$ cat src/rtl/mdio_mgmt_ctrl_if.sv
// Operation interface between the PHY management sequencer (master) and the MDIO driver (slave).
interface mdio_mgmt_ctrl_if;
   logic        op_exec;
   logic        op_rh_wl;
   logic [4:0]  op_addr;
   logic [15:0] op_wr_data;
   logic        op_done;
   logic [15:0] op_rd_data;
   logic        op_rd_ack;

   modport master (
      output op_exec, op_rh_wl, op_addr, op_wr_data,
      input  op_done, op_rd_data, op_rd_ack
   );

   modport slave (
      input  op_exec, op_rh_wl, op_addr, op_wr_data,
      output op_done, op_rd_data, op_rd_ack
   );
endinterface

$ cat src/rtl/mdio_mgmt_ctrl.sv
// PHY management sequencer: soft reset with self-clear polling, then periodic BMSR/PHYSR
// status polling published as link_up/speed.
//
// state        | meaning
// IDLE         | poll timer running; services pending soft reset first
// RST_WR_ISSUE | BMCR write of the reset value, op_exec high
// RST_WR_WAIT  | waiting for the BMCR write to complete
// RST_RD_ISSUE | BMCR read to check the self-clearing reset bit
// RST_RD_WAIT  | waiting for the BMCR read
// BMSR_ISSUE   | BMSR read for link status
// BMSR_WAIT    | waiting for the BMSR read
// PHYSR_ISSUE  | PHYSR read for link speed
// PHYSR_WAIT   | waiting for the PHYSR read
module mdio_mgmt_ctrl #(
   parameter logic [23:0] POLL_INTERVAL = 24'd1_000_000,
   parameter logic [15:0] TIMEOUT       = 16'd4000,
   parameter logic [7:0]  RST_POLL_MAX  = 8'd50,
   parameter logic        INIT_RST      = 1'b1,
   parameter logic [4:0]  REG_BMCR      = 5'd0,
   parameter logic [4:0]  REG_BMSR      = 5'd1,
   parameter logic [4:0]  REG_PHYSR     = 5'd17,
   parameter logic [15:0] BMCR_RST_VAL  = 16'h9140
) (
   input  logic             clk,
   input  logic             rst_n,
   input  logic             soft_rst_req_i,
   mdio_mgmt_ctrl_if.master op_if,
   output logic             link_up_o,
   output logic [1:0]       speed_o,
   output logic             status_valid_o,
   output logic             phy_err_o,
   output logic             busy_o
);

   typedef enum logic [3:0] {
      IDLE, RST_WR_ISSUE, RST_WR_WAIT, RST_RD_ISSUE, RST_RD_WAIT,
      BMSR_ISSUE, BMSR_WAIT, PHYSR_ISSUE, PHYSR_WAIT
   } state_t;

   state_t      state_q, state_d;
   logic [23:0] poll_cnt_q, poll_cnt_d;
   logic [15:0] to_cnt_q, to_cnt_d;
   logic [7:0]  retry_q, retry_d;
   logic        rst_pend_q, rst_pend_d;
   logic        rh_wl_q, rh_wl_d;
   logic [4:0]  addr_q, addr_d;
   logic [15:0] wr_data_q, wr_data_d;
   logic        link_up_q, link_up_d;
   logic [1:0]  speed_q, speed_d;
   logic        sv_q, sv_d;
   logic        err_q, err_d;
   logic        is_issue, is_wait;

   assign is_issue = state_q inside {RST_WR_ISSUE, RST_RD_ISSUE, BMSR_ISSUE, PHYSR_ISSUE};
   assign is_wait  = state_q inside {RST_WR_WAIT, RST_RD_WAIT, BMSR_WAIT, PHYSR_WAIT};

   always_comb begin
      state_d    = state_q;
      poll_cnt_d = '0;
      to_cnt_d   = '0;
      retry_d    = retry_q;
      rst_pend_d = rst_pend_q | soft_rst_req_i;
      rh_wl_d    = rh_wl_q;
      addr_d     = addr_q;
      wr_data_d  = wr_data_q;
      link_up_d  = link_up_q;
      speed_d    = speed_q;
      sv_d       = 1'b0;
      err_d      = err_q;

      case (state_q)
         IDLE: begin
            if (rst_pend_q)                                state_d = RST_WR_ISSUE;
            else if (poll_cnt_q == POLL_INTERVAL - 24'd1)  state_d = BMSR_ISSUE;
            else                                           poll_cnt_d = poll_cnt_q + 24'd1;
         end
         RST_WR_ISSUE: state_d = RST_WR_WAIT;
         RST_RD_ISSUE: state_d = RST_RD_WAIT;
         BMSR_ISSUE:   state_d = BMSR_WAIT;
         PHYSR_ISSUE:  state_d = PHYSR_WAIT;
         RST_WR_WAIT: begin
            if (op_if.op_done) begin
               state_d = RST_RD_ISSUE;
               retry_d = '0;
            end
         end
         RST_RD_WAIT: begin
            if (op_if.op_done) begin
               if (!op_if.op_rd_data[15]) begin
                  state_d = IDLE;
                  err_d   = 1'b0;
               end else begin
                  retry_d = retry_q + 8'd1;
                  if (retry_q + 8'd1 == RST_POLL_MAX) begin
                     err_d   = 1'b1;
                     state_d = IDLE;
                  end else begin
                     state_d = RST_RD_ISSUE;
                  end
               end
            end
         end
         BMSR_WAIT: begin
            if (op_if.op_done) begin
               if (op_if.op_rd_ack || !op_if.op_rd_data[2]) begin
                  link_up_d = 1'b0;
                  speed_d   = 2'b00;
                  sv_d      = 1'b1;
                  state_d   = IDLE;
                  if (op_if.op_rd_ack) err_d = 1'b1;
               end else begin
                  state_d = PHYSR_ISSUE;
               end
            end
         end
         PHYSR_WAIT: begin
            if (op_if.op_done) begin
               sv_d    = 1'b1;
               state_d = IDLE;
               if (op_if.op_rd_ack) begin
                  err_d     = 1'b1;
                  link_up_d = 1'b0;
                  speed_d   = 2'b00;
               end else begin
                  err_d     = 1'b0;
                  link_up_d = 1'b1;
                  speed_d   = op_if.op_rd_data[15:14];
               end
            end
         end
         default: state_d = IDLE;
      endcase

      // op_done in the same cycle wins over the timeout
      if (is_wait && !op_if.op_done) begin
         if (to_cnt_q == TIMEOUT - 16'd1) begin
            err_d     = 1'b1;
            link_up_d = 1'b0;
            state_d   = IDLE;
         end else begin
            to_cnt_d = to_cnt_q + 16'd1;
         end
      end

      // Operation fields are loaded on the way into ISSUE and held through WAIT.
      case (state_d)
         RST_WR_ISSUE: begin
            rh_wl_d    = 1'b0;
            addr_d     = REG_BMCR;
            wr_data_d  = BMCR_RST_VAL;
            rst_pend_d = 1'b0;
            link_up_d  = 1'b0;
         end
         RST_RD_ISSUE: begin rh_wl_d = 1'b1; addr_d = REG_BMCR;  wr_data_d = '0; end
         BMSR_ISSUE:   begin rh_wl_d = 1'b1; addr_d = REG_BMSR;  wr_data_d = '0; end
         PHYSR_ISSUE:  begin rh_wl_d = 1'b1; addr_d = REG_PHYSR; wr_data_d = '0; end
         default: ;
      endcase
   end

   always_ff @(posedge clk or negedge rst_n) begin
      if (!rst_n) begin
         state_q    <= IDLE;
         poll_cnt_q <= '0;
         to_cnt_q   <= '0;
         retry_q    <= '0;
         rst_pend_q <= INIT_RST;
         rh_wl_q    <= 1'b0;
         addr_q     <= '0;
         wr_data_q  <= '0;
         link_up_q  <= 1'b0;
         speed_q    <= 2'b00;
         sv_q       <= 1'b0;
         err_q      <= 1'b0;
      end else begin
         state_q    <= state_d;
         poll_cnt_q <= poll_cnt_d;
         to_cnt_q   <= to_cnt_d;
         retry_q    <= retry_d;
         rst_pend_q <= rst_pend_d;
         rh_wl_q    <= rh_wl_d;
         addr_q     <= addr_d;
         wr_data_q  <= wr_data_d;
         link_up_q  <= link_up_d;
         speed_q    <= speed_d;
         sv_q       <= sv_d;
         err_q      <= err_d;
      end
   end

   assign op_if.op_exec    = is_issue;
   assign op_if.op_rh_wl   = rh_wl_q;
   assign op_if.op_addr    = addr_q;
   assign op_if.op_wr_data = wr_data_q;
   assign link_up_o        = link_up_q;
   assign speed_o          = speed_q;
   assign status_valid_o   = sv_q;
   assign phy_err_o        = err_q;
   assign busy_o           = is_issue | is_wait;

endmodule

$ cat src/flat_wrapper.sv
// flat-port wrapper written by rule: the top's interface ports become plain ports
module mdio_mgmt_ctrl_flat 
#(
   parameter logic [23:0] POLL_INTERVAL = 24'd1_000_000,
   parameter logic [15:0] TIMEOUT       = 16'd4000,
   parameter logic [7:0]  RST_POLL_MAX  = 8'd50,
   parameter logic        INIT_RST      = 1'b1,
   parameter logic [4:0]  REG_BMCR      = 5'd0,
   parameter logic [4:0]  REG_BMSR      = 5'd1,
   parameter logic [4:0]  REG_PHYSR     = 5'd17,
   parameter logic [15:0] BMCR_RST_VAL  = 16'h9140
)
  (clk, rst_n, soft_rst_req_i, link_up_o, speed_o, status_valid_o, phy_err_o, busy_o, op_if_op_exec, op_if_op_rh_wl, op_if_op_addr, op_if_op_wr_data, op_if_op_done, op_if_op_rd_data, op_if_op_rd_ack);
  mdio_mgmt_ctrl_if op_if_i ();
  input  logic clk;
  input  logic rst_n;
  input  logic soft_rst_req_i;
  output logic link_up_o;
  output logic [1:0] speed_o;
  output logic status_valid_o;
  output logic phy_err_o;
  output logic busy_o;
  output wire logic [$bits(op_if_i.op_exec)-1:0] op_if_op_exec;
  output wire logic [$bits(op_if_i.op_rh_wl)-1:0] op_if_op_rh_wl;
  output wire logic [$bits(op_if_i.op_addr)-1:0] op_if_op_addr;
  output wire logic [$bits(op_if_i.op_wr_data)-1:0] op_if_op_wr_data;
  input wire logic [$bits(op_if_i.op_done)-1:0] op_if_op_done;
  input wire logic [$bits(op_if_i.op_rd_data)-1:0] op_if_op_rd_data;
  input wire logic [$bits(op_if_i.op_rd_ack)-1:0] op_if_op_rd_ack;
  assign op_if_op_exec = op_if_i.op_exec;
  assign op_if_op_rh_wl = op_if_i.op_rh_wl;
  assign op_if_op_addr = op_if_i.op_addr;
  assign op_if_op_wr_data = op_if_i.op_wr_data;
  assign op_if_i.op_done = op_if_op_done;
  assign op_if_i.op_rd_data = op_if_op_rd_data;
  assign op_if_i.op_rd_ack = op_if_op_rd_ack;
  mdio_mgmt_ctrl #(.POLL_INTERVAL(POLL_INTERVAL), .TIMEOUT(TIMEOUT), .RST_POLL_MAX(RST_POLL_MAX), .INIT_RST(INIT_RST), .REG_BMCR(REG_BMCR), .REG_BMSR(REG_BMSR), .REG_PHYSR(REG_PHYSR), .BMCR_RST_VAL(BMCR_RST_VAL)) u_core (.clk(clk), .rst_n(rst_n), .soft_rst_req_i(soft_rst_req_i), .op_if(op_if_i), .link_up_o(link_up_o), .speed_o(speed_o), .status_valid_o(status_valid_o), .phy_err_o(phy_err_o), .busy_o(busy_o));
endmodule
$ cat config.mk
export PLATFORM = sky130hd
export DESIGN_NAME = mdio_mgmt_ctrl_flat
export DESIGN_NICKNAME = d
export VERILOG_FILES = /design/src/rtl/mdio_mgmt_ctrl_if.sv /design/src/rtl/mdio_mgmt_ctrl.sv /design/src/flat_wrapper.sv
export SDC_FILE = /design/constraint.sdc
export NUM_CORES = 1
export LEC_CHECK = 0
export ABC_AREA = 1
export CAP_MARGIN = 20
export CELL_PAD_IN_SITES_DETAIL_PLACEMENT = 0
export CELL_PAD_IN_SITES_GLOBAL_PLACEMENT = 1
export CORE_AREA = 4 4 135 105
export CTS_BUF_LIST = sky130_fd_sc_hd__clkbuf_4 sky130_fd_sc_hd__clkbuf_8 sky130_fd_sc_hd__clkbuf_16
export DETAILED_ROUTE_END_ITERATION = 12
export DIE_AREA = 0 0 139 109
export GPL_TIMING_DRIVEN = 1
export PLACE_DENSITY_LB_ADDON = 0.1
export SKIP_LAST_GASP = 1
export SYNTH_ARGS = -nofsm -noshare
export SYNTH_HDL_FRONTEND = slang
export SYNTH_SLANG_ARGS = --single-unit
$ cat constraint.sdc
create_clock -name clk -period 1.6 [get_ports clk]
set_input_delay 0.48 -clock clk [delete_from_list [all_inputs] [get_ports clk]]
set_output_delay 0.48 -clock clk [all_outputs]
set_load 0.02 [all_outputs]
---- Yosys cells after proc, flatten, opt, wreduce, memory -nomap -nowiden ----
Cells that the tools add are included.
storage, ports and cells
  word-level logic and storage cells ...... 106
  input port bits ......................... 21
  output and inout bits ................... 29
  register bits after elaboration ......... 80
cells by class
  eq/ne operators ......................... 21
  bitwise logic cells ..................... 2
  multiplexer cells ....................... 53
  add/sub/neg operators ................... 3
  reductions and logical operators ........ 15
operators with widths
  operator                 count
  $mux W24                 3
  $mux W4                  9
  $pmux W4 S9              1
  $mux W16                 2
  $pmux W16 S2             1
  $add A24 B1 Y24 const B  1
  $eq A24 B20 Y1 const B   1
  $eq A4 B3 Y1 const B     6
  $mux W8                  3
  $mux W1                  21
  $add A16 B1 Y16 const B  1
  $eq A16 B12 Y1 const B   1
  $pmux W8 S2              1
  $pmux W5 S3              1
  $eq A4 B2 Y1 const B     3
  $ne A2 B2 Y1 const B     6
  $mux W2                  5
  $add A8 B1 Y8 const B    1
  $eq A4 B1 Y1 const B     2
  $eq A8 B6 Y1 const B     1
  $reduce_and A4 Y1        2
  $reduce_bool A4 Y1       2
  $pmux W1 S2              3
  $reduce_bool A2 Y1       3
  other kinds (12)         14

---- Depth between registers and ports, before layout ----
Gate-level depths: netlist of run 1.
  depth in word-level cells ............... 11
  depth in mapped cells ................... 13
  depth with buffers taken out ............ 13

---- Worst setup path after synthesis of run 1 ----
Ideal clock, no wire load.
  path type ............................... reg-to-output
  start point ............................. register u_core.state_q[0]
  end point ............................... output port busy_o
  stages on the path, launching flop included .. 8
  buffers on the path ..................... 0
  required time ........................... 1120 ps
  setup slack ............................. -20 ps
  data arrival time ....................... 1140 ps
  cells stage by stage .................... dfrtp_1 > inv_4 > nand2_4 > nor2_4 > nor2_2 > nand2_2 > inv_2 > o21ai_0
on the way
  longest elaborated chain between the ends .. 3
  elaborated cells on any way between the ends .. 11
  those cells by class .................... eq/ne: 8; bitwise: 1; reduce/logical: 2
ends and longest elaborated chain
  item                                          RTL line                                    source
  from (decl)                                   mdio_mgmt_ctrl.sv:40                        state_t state_q, state_d;
  from (signal assigned)                        mdio_mgmt_ctrl.sv:176                       state_q <= state_d;
  $eq A4 B1 Y1 (tied with other cells)          mdio_mgmt_ctrl.sv:54                        assign is_issue = state_q inside {RST_WR_ISSUE, RST_RD_ISSUE, BMSR_ISSUE, PHYSR_ISSUE};
  $reduce_bool A4 Y1, on equally long branches  mdio_mgmt_ctrl.sv:54, mdio_mgmt_ctrl.sv:55
  $or A1 B1 Y1 (*)                              mdio_mgmt_ctrl.sv:199                       assign busy_o = is_issue | is_wait;
  to (decl)                                     flat_wrapper.sv:22                          output logic busy_o;
Every way passes the cells marked *; elsewhere a longest branch is shown, timed or not.

---- Worst setup path after layout of run 1 ----
  start point ............................. register u_core.state_q[1]
  end point ............................... output port busy_o
The elaborated chain is that of the path after synthesis.

==> results.ini, run 1 <==
[status]
status=finished with violations
violations=negative setup slack

[floorplanning]
fp.dieW_um=139
die_h_um=109
die_area_sq_mm=0.0152
io_pins=50
start_util_pct=29.7
core-area_sq_mm=0.0128
row_count=36

[placement]
hpwl_um=7780
place_ws_ps=-439
gp_congestion=0.843
port_buffers=21
dp_cells=777

[route]
postRouteWirelength_um=10600
vias=3661
firstDrtPassIters=4
routedWlPerCell_um=12.7
drt_iter0_drc=134
drcViolationCount=0
viasPerCell=4.39
postRouteAntennaNets=0

[sta]
min_period_ps=1870
clock.fmax_ghz=0.535
hold_viol_final=0
holdWs_ps=107
fin_ws_ps=-269
rsz0062_at_grt=true
drv_slew=0
finalCritPeriodShare_pct=117
setup_viol=43
fin_skew_ps=7.17

[global_routing]
grt_pass1_vias=3654
grt_pass1_wl_um=17600
grt_usage_pct=14.4
grt_remaining_overflow=0
grt_max_degree=18
antenna_found_initial=0

[synth]
postSynthCellCount=492
synthArstFlopShare_pct=100
ys_warn_count=0
synthesis.area_sq_mm=0.00380
synthFlopType=dfrtp_1
synth_cell_types=46
synthTopCellsByCount=nand2_1 (96), nor2_1 (79), inv_1 (64), dfrtp_1 (61), nand3_1 (29)
synthTopCellsByArea=dfrtp_1 (40%), nand2_1 (9.5%), nor2_1 (7.8%)
synth_edf_count=0
avgSynthCellArea_sq_um=7.73
synth_top_area_cell=dfrtp_1
ys_seq_area_share_pct=40.8
yosysMostFrequentCell=nand2_1
synth_top_area_share_pct=40.2
synth_seq_cells=62

[worst_setup_path]
crit_type=register to output port
setup.worst_path.end_class=output port
cp-start-kind=register
crit_required_ps=1120
crit_path_max_fanout=3
cp.arrival_ps=1390
worst-r2r-setup-slack_ps=-140

[worst_hold_path]
hold_path.class=input port to async pin

[pwr]
power_density_mw_per_mm2=1230
power_mw=7.43
p_leak_nw=2.91
ir_worst_vdd_v=0.000651

[cts]
cts-htree-levels=3
cts_tree=built
cts.sink_count=62
root_buffer=clkbuf_16
clockBufferDepth=2
cts.clk_slew.worst_paths_ps=60
clk_latency_ps=330
cts_buffers=9

[cells_and_area]
n_fill_cell=1286
stdcell_count=833
n_antenna_cell=0
nNetsFinal=682
drive_gt1_share_pct=43.8
final_util_pct=47.2
syn_to_final_growth_pct=58.9

[flow_run]
max-cap-violations=0

[critical path, cell delays in order (launching register included)]
cell,delay (ps)
dfrtp_1,430
inv_2,100
nand2_4,70
nor2_4,120
nor2_2,40
nand2_2,70
inv_2,40
o21ai_2,50
buf_6,130
[what timing repair did]
| action | in CTS | in global routing |
|---|---|---|
| setup buffers | 27 | 20 |
| hold buffers | 0 | 0 |
| setup endpoints to repair | 58 | 62 |
| gates resized for setup | 75 | 86 |
| pin swaps | 29 | 40 |
[layout make-up]
type,count,area (sq um),share of cell area [%]
Clock buffer,10,233,3.85
Clock inverter,6,110,1.82
Inverter,72,290,4.81
Multi-Input combinational cell,352,2340,38.7
Sequential cell,62,1550,25.7
Tap cell,171,214,3.54
Timing Repair Buffer,160,1310,21.6
[cell usage in the layout, fill, tap and decap left out, types with 7 or more instances in the layout]
cell           netlist  routed
o21ai_0             11       9
clkbuf_16            0       9
nor2_4               7      18
nor2_2               5      18
nor2_1              79      55
buf_6                1       7
a21oi_1             15      14
nor3_1              16       8
inv_1               64      56
dfrtp_1             61      61
nand3_1             29      20
nand2_4              3       9
nand2_2              5      17
dlygate4sd2_1        0       8
conb_1               1      15
nor3_4               1       7
inv_2                6      11
nand3_2              5       9
nand2_1             96      78
nand4_1             12      12
xor2_1              12      10
buf_4               18     128
[routing by layer]
layer | GRT usage, % | share of wire, % | vias up
met5 | 0 | 0 | -
li1 | - | - | 1878
met2 | 22.9 | 45 | 52
met1 | 20.1 | 51 | 1723
met3 | 3.11 | 3.0 | 8
met4 | 3.98 | 0.77 | 0
[power breakdown]
part | switching, mW | total, mW | internal [mW]
combinational | 1.70 | 3.21 | 1.51
clock | 0.747 | 2.28 | 1.54
sequential | 0.176 | 1.94 | 1.76
total | 2.62 | 7.43 | 4.80
[state kept, by name, indices dropped and copies added (netlist names)]
register	cells
u_core.poll_cnt_q	24
u_core.op_if.op_wr_data	1
u_core.rst_pend_q	1
u_core.op_if.op_addr	2
u_core.state_q	4
u_core.op_if.op_rh_wl	1
u_core.retry_q	8
u_core.speed_o	2
u_core.link_up_o	1
u_core.to_cnt_q	16
u_core.status_valid_o	1
u_core.phy_err_o	1
[worst paths after layout]
path                              startpoint                           to  cells past startpoint
hold reg to reg            u_core.retry_q[7]            u_core.retry_q[7]                      1
setup / recovery           u_core.state_q[1]                       busy_o                      8
max in group asynchronous              rst_n          u_core.to_cnt_q[15]                      2
min in group clk           u_core.retry_q[7]            u_core.retry_q[7]                      1
setup reg to reg           u_core.state_q[1]  u_core.op_if.op_wr_data[12]                     12
hold / removal                         rst_n        u_core.poll_cnt_q[23]                      1
[through the flow]
stage / setup TNS, ps / area [sq um]
floorplan: 0 / 3860
global placement: -11020 / 4910
detailed placement: -10920 / 4910
CTS: -2590 / 5630
global route: -8270 / 6040
finish: -3250 / 6040
[cells by family after synthesis]
| kind of cell | synth area share, % |
|---|---|
| simple gates | 35.1 |
| buf+inv | 11.5 |
| flops | 40.8 |
| compound gates | 8.20 |
| xor+xnor | 3.00 |
| fa+ha+maj | 1.32 |
| other cells | 0.0987 |
(Power assumes the default switching activity.)
==> run 2, diff against run 1 <==
--- a/config.mk
+++ b/config.mk
@@ -6,7 +6,7 @@
 export NUM_CORES = 1
 export LEC_CHECK = 0
 export ABC_AREA = 1
-export CAP_MARGIN = 20
+export CAP_MARGIN = 15
 export CELL_PAD_IN_SITES_DETAIL_PLACEMENT = 0
 export CELL_PAD_IN_SITES_GLOBAL_PLACEMENT = 1
 export CORE_AREA = 4 4 135 105
@@ -15,6 +15,7 @@
 export DIE_AREA = 0 0 139 109
 export GPL_TIMING_DRIVEN = 1
 export PLACE_DENSITY_LB_ADDON = 0.1
+export RECOVER_POWER = 25
 export SKIP_LAST_GASP = 1
 export SYNTH_ARGS = -nofsm -noshare
 export SYNTH_HDL_FRONTEND = slang
==> run 2 against run 1 <==
Effect of this change:
- the run still ends with negative setup slack left
- sequential power about the same
- die area unchanged
- largest cell class unchanged
- highest routed layer unchanged
- critical path type unchanged
- setup slack about the same
- combinational power about the same
- critical path depth unchanged
- clock skew about the same
- via count down 0.14%
==> results.ini, run 2 (same netlist as run 1, synthesis figures left out) <==
[status]
status=finished with violations
violations=negative setup slack

[route]
viasPerCell=4.39
vias=3656
routedWlPerCell_um=12.7
firstDrtPassIters=5
drt_iter0_drc=134
drcViolationCount=0
postRouteAntennaNets=0
postRouteWirelength_um=10600

[sta]
slew_headroom_pct=36.1
setup_viol=43
setup_tns_ps=-3260
fin_skew_ps=7.18
min_period_ps=1870
drv_slew=0
finalCritPeriodShare_pct=117
clock.fmax_ghz=0.535
tightest_slew_ps=958
rsz0062_at_grt=true
hold_viol_final=0
fin_ws_ps=-270
holdWs_ps=283

[pwr]
power_mw=7.42
p_leak_nw=2.90
power_density_mw_per_mm2=1230
ir_worst_vdd_v=0.000652

[global_routing]
grt_usage_pct=14.4
grt_remaining_overflow=0
grt_max_degree=18
grt_pass1_wl_um=17600
grt_pass1_vias=3654
antenna_found_initial=0

[worst_setup_path]
cp_cell_sequence=inv_2, nand2_4, nor2_4, nor2_2, nand2_2, inv_2, o21ai_2, buf_6
critical_path_depth=8
cp.arrival_ps=1390
crit_type=register to output port
critPathBufInv=3
critPathMostFrequentCell=inv_2
cpPeakStageDelay_ps=430
worst_path_max_delay_cell=dfrtp_1
crit_required_ps=1120
crit_path_max_fanout=3
reg2reg_depth=12
critPathTopFamily=flip-flops
setup.worst_path.end_class=output port
cp-start-kind=register

[placement]
place_ws_ps=-439
dp_cells=777
hpwl_um=7780
gp_congestion=0.843
placed_area_sq_mm=0.00491
port_buffers=21

[flow_run]
max-cap-violations=0

[cts]
root_buffer=clkbuf_16
clockBufferDepth=2
cts.clk_slew.worst_paths_ps=60
clk_latency_ps=330
cts-htree-levels=3
cts_tree=built
cts_hold_buf=0
cts.sink_count=62
cts_buffers=9

[floorplanning]
start_util_pct=29.7
die_h_um=109
row_count=36
die_area_sq_mm=0.0152
io_pins=50
core-area_sq_mm=0.0128
fp.dieW_um=139

[worst_hold_path]
hold_path.class=input port to async pin

[cells_and_area]
drive_gt1_share_pct=43.7
layout_commonest_cell=buf_4
top_regs=u_core.poll_cnt_q: 24 flops, u_core.to_cnt_q: 16 flops, u_core.retry_q: 8 flops
nNetsFinal=682
largest_reg_flops=24
most-common-layout-cells=buf_4 (128), nand2_1 (78), dfrtp_1 (61), inv_1 (56), nor2_1 (55)
stdcell_count=833
n_antenna_cell=0
largest_register=u_core.poll_cnt_q
final_util_pct=47.0
syn_to_final_growth_pct=58.1
final_cell_area_sq_mm=0.00601

[run 2: cell types whose count changed in the layout (fill, tap and decap cells not counted)]
cell,before,now
buf_2,1,0
clkbuf_1,0,1
clkbuf_2,4,6
buf_12,4,2
[run 2: path summary, 6_finish.rpt]
check / startpoint / end / slack (ps)
worst max register to register: u_core.state_q[1] / u_core.op_if.op_wr_data[12] / -140
worst min register to register: u_core.retry_q[7] / u_core.retry_q[7] / 480
max in group asynchronous: rst_n / u_core.retry_q[1] / 390
worst max-delay path: u_core.state_q[1] / busy_o / -270
worst min-delay path: rst_n / u_core.poll_cnt_q[23] / 280
min in group clk: u_core.retry_q[7] / u_core.retry_q[7] / 480
[run 2: layout make-up]
class                      count  area (sq um)
sequential                    62          1550
tap                          171           214
fill                        1290          6780
clock buffer                  10           233
multi-input combinational    352          2340
inverter                      72           290
clock inverter                 6           110
timing repair buffer         160          1270
[run 2: metal layers]
layer / vias to the layer above / GRT usage (%) / part of all wire, %
li1: 1878 / - / -
met1: 1720 / 20.1 / 51
met2: 50 / 22.9 / 45
met3: 8 / 3.11 / 2.9
met4: 0 / 3.98 / 0.77
met5: - / 0 / 0
[run 2: worst register-to-register path, delay by kind of cell (launching register included)]
family	cells	cell delay, ps
compound gates	1	70
buf+inv	4	420
flops	1	430
simple gates	7	710
[run 2: timing repair]
item,4_1_cts,5_1_grt
gates resized for setup,75,86
endpoints found under the setup margin,58,62
endpoints found under the hold margin,0,0
pin swaps,29,40
setup buffers,27,20
[run 2: report_power, final]
| part | leakage, nW | total (mW) | switching (mW) | internal, mW |
|---|---|---|---|---|
| Sequential | 0.850 | 1.94 | 0.176 | 1.76 |
| Combinational | 1.89 | 3.20 | 1.70 | 1.50 |
| Clock | 0.162 | 2.28 | 0.748 | 1.54 |
